File: src/rtl/pipe_hazard_ctrl.sv
`default_nettype none
// ============================================================================
// Module  : pipe_hazard_ctrl
// Purpose : Stall/flush controller for a 5-stage pipeline with saturating
//           stall/flush debug counters and a halt state.
// Rev     : 1.0
// ============================================================================
module pipe_hazard_ctrl #(
  parameter int CNT_W = 16
) (
  input  logic             CLK,
  input  logic             nRST,
  input  logic             ihit,
  input  logic             dhit,
  input  logic [4:0]       ifid_rs,
  input  logic [4:0]       ifid_rt,
  input  logic             idex_DataRead,
  input  logic [4:0]       idex_rt,
  input  logic             exmem_DataRead,
  input  logic             exmem_DataWrite,
  input  logic             exmem_redirect,
  input  logic             exmem_Halt,
  output logic             pc_en,
  output logic             ifid_en,
  output logic             idex_en,
  output logic             exmem_en,
  output logic             memwb_en,
  output logic             ifid_flush,
  output logic             idex_flush,
  output logic             exmem_flush,
  output logic [2:0]       stall_code,
  output logic             halt,
  output logic [CNT_W-1:0] stall_count,
  output logic [CNT_W-1:0] flush_count
);

  typedef enum logic [1:0] {
    RUN     = 2'd0,
    MEMWAIT = 2'd1,
    HALTED  = 2'd2
  } state_t;

  typedef enum logic [2:0] {
    NO_STALL    = 3'd0,
    IFID_STALL  = 3'd1,
    IDEX_STALL  = 3'd2,
    EXMEM_STALL = 3'd3,
    FULL_STALL  = 3'd4
  } pipe_stall_t;

  state_t           state_q, state_d;
  logic [CNT_W-1:0] stall_count_q, stall_count_d;
  logic [CNT_W-1:0] flush_count_q, flush_count_d;
  pipe_stall_t      code;
  logic             mem_pend;
  logic             load_use;
  logic             redirect_taken;

  assign mem_pend = (exmem_DataRead | exmem_DataWrite) & ~dhit;
  assign load_use = idex_DataRead & (idex_rt != 5'd0) &
                    ((idex_rt == ifid_rs) | (idex_rt == ifid_rt));

  always_ff @(posedge CLK or negedge nRST) begin
    if (!nRST) begin
      state_q       <= RUN;
      stall_count_q <= '0;
      flush_count_q <= '0;
    end else begin
      state_q       <= state_d;
      stall_count_q <= stall_count_d;
      flush_count_q <= flush_count_d;
    end
  end

  always_comb begin
    pc_en          = 1'b1;
    ifid_en        = 1'b1;
    idex_en        = 1'b1;
    exmem_en       = 1'b1;
    memwb_en       = 1'b1;
    ifid_flush     = 1'b0;
    idex_flush     = 1'b0;
    exmem_flush    = 1'b0;
    code           = NO_STALL;
    redirect_taken = 1'b0;
    state_d        = state_q;

    if (state_q == HALTED) begin
      {pc_en, ifid_en, idex_en, exmem_en, memwb_en} = 5'b0;
      code = FULL_STALL;
    end else if (mem_pend) begin
      {pc_en, ifid_en, idex_en, exmem_en, memwb_en} = 5'b0;
      code    = FULL_STALL;
      state_d = MEMWAIT;
    end else begin
      // MEMWAIT releases in the dhit cycle, which is then evaluated as RUN
      state_d = RUN;
      if (exmem_Halt) begin
        pc_en       = 1'b0;
        ifid_flush  = 1'b1;
        idex_flush  = 1'b1;
        exmem_flush = 1'b1;
        code        = EXMEM_STALL;
        state_d     = HALTED;
      end else if (exmem_redirect) begin
        ifid_flush     = 1'b1;
        idex_flush     = 1'b1;
        exmem_flush    = 1'b1;
        redirect_taken = 1'b1;
      end else if (load_use) begin
        pc_en      = 1'b0;
        ifid_en    = 1'b0;
        idex_flush = 1'b1;
        code       = IDEX_STALL;
      end else if (!ihit) begin
        pc_en      = 1'b0;
        ifid_flush = 1'b1;
        code       = IFID_STALL;
      end
    end
  end

  always_comb begin
    stall_count_d = stall_count_q;
    flush_count_d = flush_count_q;
    if ((code != NO_STALL) && (stall_count_q != {CNT_W{1'b1}}))
      stall_count_d = stall_count_q + 1'b1;
    if (redirect_taken && (flush_count_q != {CNT_W{1'b1}}))
      flush_count_d = flush_count_q + 1'b1;
  end

  assign stall_code  = code;
  assign halt        = (state_q == HALTED);
  assign stall_count = stall_count_q;
  assign flush_count = flush_count_q;

endmodule
`default_nettype wire
File: config.mk
export PLATFORM = sky130hd
export DESIGN_NAME = pipe_hazard_ctrl
export DESIGN_NICKNAME = d
export VERILOG_FILES = /design/src/rtl/pipe_hazard_ctrl.sv
export SDC_FILE = /design/constraint.sdc
export NUM_CORES = 1
export LEC_CHECK = 0
export ABC_CLOCK_PERIOD_IN_PS = 3500
export BUFFER_PORTS_ARGS = -buffer_cell sky130_fd_sc_hd__buf_2
export CORE_AREA = 2 2 63 65
export DETAILED_ROUTE_END_ITERATION = 16
export DIE_AREA = 0 0 65 67
export HOLD_SLACK_MARGIN = 0.08
export PLACE_DENSITY = 0.85
export SYNTH_ARGS = -nofsm -noshare
export SYNTH_HDL_FRONTEND = slang
export SYNTH_SLANG_ARGS = --single-unit
File: constraint.sdc
create_clock -name CLK -period 3.5 [get_ports CLK]
set_input_delay 0 -clock CLK [delete_from_list [all_inputs] [get_ports CLK]]
set_output_delay 0 -clock CLK [all_outputs]
set_load 0.01 [all_outputs]
==> results_dict.tcl <==
set metrics [dict create \
    drtPass1Iterations 4 \
    die_area_mm2 0.00436 \
    synth.net_count 198 \
    ys_ff_latch 34 \
    cts_tree "yes" \
    finalCoreUtilization_pct 64.7 \
    grt_antenna_before_repair 0 \
    layout_min_cycle_time_ps 2200 \
    critPathSlowestCell "o22ai_4" \
    hold_buffers 5 \
    avgViaCountPerCell 5.15 \
    instances_no_fill 295 \
    power-per-cell-area_mw_per_mm2 508 \
    area_growth_pct 26.4 \
    drc 0 \
    synthArstFlopShare_pct 100 \
    io_buffers 67 \
    seqCellArea_um2 851 \
    crit_arrival_ps 2370 \
    p_comb_share_pct 31.0 \
    crit_type "flip-flop to flip-flop" \
    dp.final_hpwl_um 2830 \
    wirelength_um 3750 \
    core-area_mm2 0.00361 \
    die_x_um 65 \
    max_slew_margin_pct 51.1 \
    pre_cts_ws_ps 1310 \
    p_sw_uw 417 \
    synth.most_common_cell "dfrtp_1" \
    netlist_area_mm2 0.00185 \
    cp-startpoint "stall_count[0]$_DFFE_PN0P_" \
    synthCells 172 \
    finalPower_uw 1190 \
    clock_latency_ps 280 \
    grt_pass1_vias 1486 \
    yosysTopAreaCellShare_pct 46.1 \
    slew_viol_final 0 \
    gp_congestion 0.801 \
    h-tree-depth 2 \
    post_cts_buffers 0 \
    grt_max_degree 35 \
    synth_edf_count 0 \
    track_usage_pct 18.9 \
    cts_made_buffers 5 \
    drive_gt1_share_pct 36.0 \
    path_clk_slew_ps 70 \
    finalCritPeriodShare_pct 62.9 \
    setup_viol 0 \
    switching_share_pct 35.1 \
    fmax_mhz 454 \
    status "complete, no violations" \
    crit_chain "ha_1 -> nand2_1 -> nor3_1 -> nand4_1 -> o22ai_4 -> mux2_1" \
    rsz0062_at_grt "false" \
    leakagePower_uw 0.00120 \
    yosysSeqAreaShare_pct 46.1 \
    worst-path-max-fanout 15 \
    multi_input_area_um2 943 \
    ir_worst_vdd_mv 0.479 \
    vias 1520 \
    hp-start "exmem_redirect" \
    drt_iter0_drc 72 \
    ys.flop_type "dfrtp_1" \
    placedCellCount 283 \
    tightest_slew_ps 734 \
    ctsResizeCount 0 \
    ios 68 \
    endpoint_kind "flip-flop" \
    antenna_left 0 \
    n_antenna_cell 0 \
    root_buffer "clkbuf_8" \
    yosys_warnings 0 \
    start_kind "flip-flop" \
    skew_ps 2.86 \
    power.internal_uw 770 \
    rows 22 \
    power.share.sequential_pct 46.0 \
    hp-class "primary input to flip-flop" \
    nets 273 \
    max_stage_delay_ps 410 \
    synth_cell_types 42 \
    start_util_pct 51.2 \
    grt_overflow 0 \
    setup_slack_ps 1300 \
    synth_top_cells_by_count "dfrtp_1, xnor2_1, xor2_1" \
    syn_area_per_cell_um2 10.7 \
    fill_cells 292 \
    ys_top_cells_by_area "dfrtp_1, xnor2_1, xor2_1" \
    fin_setup_tns_ps 0 \
    wire_per_inst_um 12.7 \
    timing.rr.start "stall_count[0]$_DFFE_PN0P_" \
    finalHoldViolCount 0 \
    grt_pass1_wl_um 6310 \
    synth_top_area_cell "dfrtp_1" \
    clkPwrFrac_pct 23.0 \
    cp_data_required_time_ps 3670 \
    clk_path_buf_depth 2 \
    cap_violations 0 \
    cts.sinks 34 \
    die_h_um 67 \
]
critical path: cells and delay by family (launching register included):
family          cells  cell delay [ps]
simple gates        3              690
compound gates      1              410
flops               1              400
mux                 1              370
fa+ha+maj           1              210
metrics by stage:
step / hold WS [ps] / area [µm²]
after global placement: 89.7 / 2200
after global routing: 173 / 2330
after detailed placement: 97.2 / 2200
after CTS: 156 / 2330
final: 159 / 2330
after floorplan: -296 / 1850
flip-flops by register name (all words and copies together) (netlist names):
signal,cells
stall_count,16
flush_count,16
state_q,2
layer usage:
layer | vias up | GRT usage, % | share of wire (%)
met5 | - | 0 | 0
met4 | 0 | 7.18 | 0.91
met3 | 3 | 4.39 | 4.1
met2 | 34 | 33.2 | 51
met1 | 739 | 22.2 | 44
li1 | 744 | - | -
cells by family after synthesis:
logic type,Yosys count,share of synthesized area [%]
simple gates,72,23.1
xor+xnor,39,18.5
flops,34,46.1
compound gates,14,6.37
buf+inv,8,2.84
mux,3,1.76
fa+ha+maj,2,1.35
layout by cell type, fill, tap and decap left out, drive strengths merged, types with 2 or more instances in the layout:
cell,netlist,routed
nand3,12,12
nor4,4,4
inv,4,4
nand2b,3,3
xnor2,23,23
nor3,5,5
nor3b,2,2
nor2,17,17
and3,4,4
o21ai,2,2
a21oi,4,4
dlygate4sd3,0,5
dfrtp,34,34
and4,2,2
nand4,6,6
mux2,2,2
buf,4,67
o22ai,2,2
ha,2,2
xor2,16,16
clkbuf,0,6
nand2,13,13
power groups by stage:
stage | Sequential (µW) | Clock, µW | Combinational, µW
2_1_floorplan | 570 | 0 | 197
6_report | 546 | 272 | 368
3_5_place_dp | 552 | 0 | 364
3_3_place_gp | 544 | 0 | 356
4_1_cts | 545 | 282 | 374
5_1_grt | 556 | 295 | 412
final cells by class:
type,count,area share [%]
inverter,4,0.643
clock inverter,1,0.322
clock buffer,6,3.11
timing repair buffer,72,16.5
tap,48,2.57
multi-input combinational,130,40.4
sequential,34,36.4
path summary, 6_finish.rpt:
kind / endpoint / cells past startpoint / slack [ps]
worst max-delay path: stall_count[1]$_DFFE_PN0P_ / 6 / 1300
worst min-delay path: flush_count[2]$_DFFE_PN0P_ / 4 / 160
worst max register to register: stall_count[1]$_DFFE_PN0P_ / 6 / 1300
worst min register to register: flush_count[6]$_DFFE_PN0P_ / 1 / 490
max in group asynchronous: stall_count[11]$_DFFE_PN0P_ / 2 / 2720
min in group asynchronous: flush_count[10]$_DFFE_PN0P_ / 2 / 310
No activity file was read; power rests on OpenSTA's default activity.
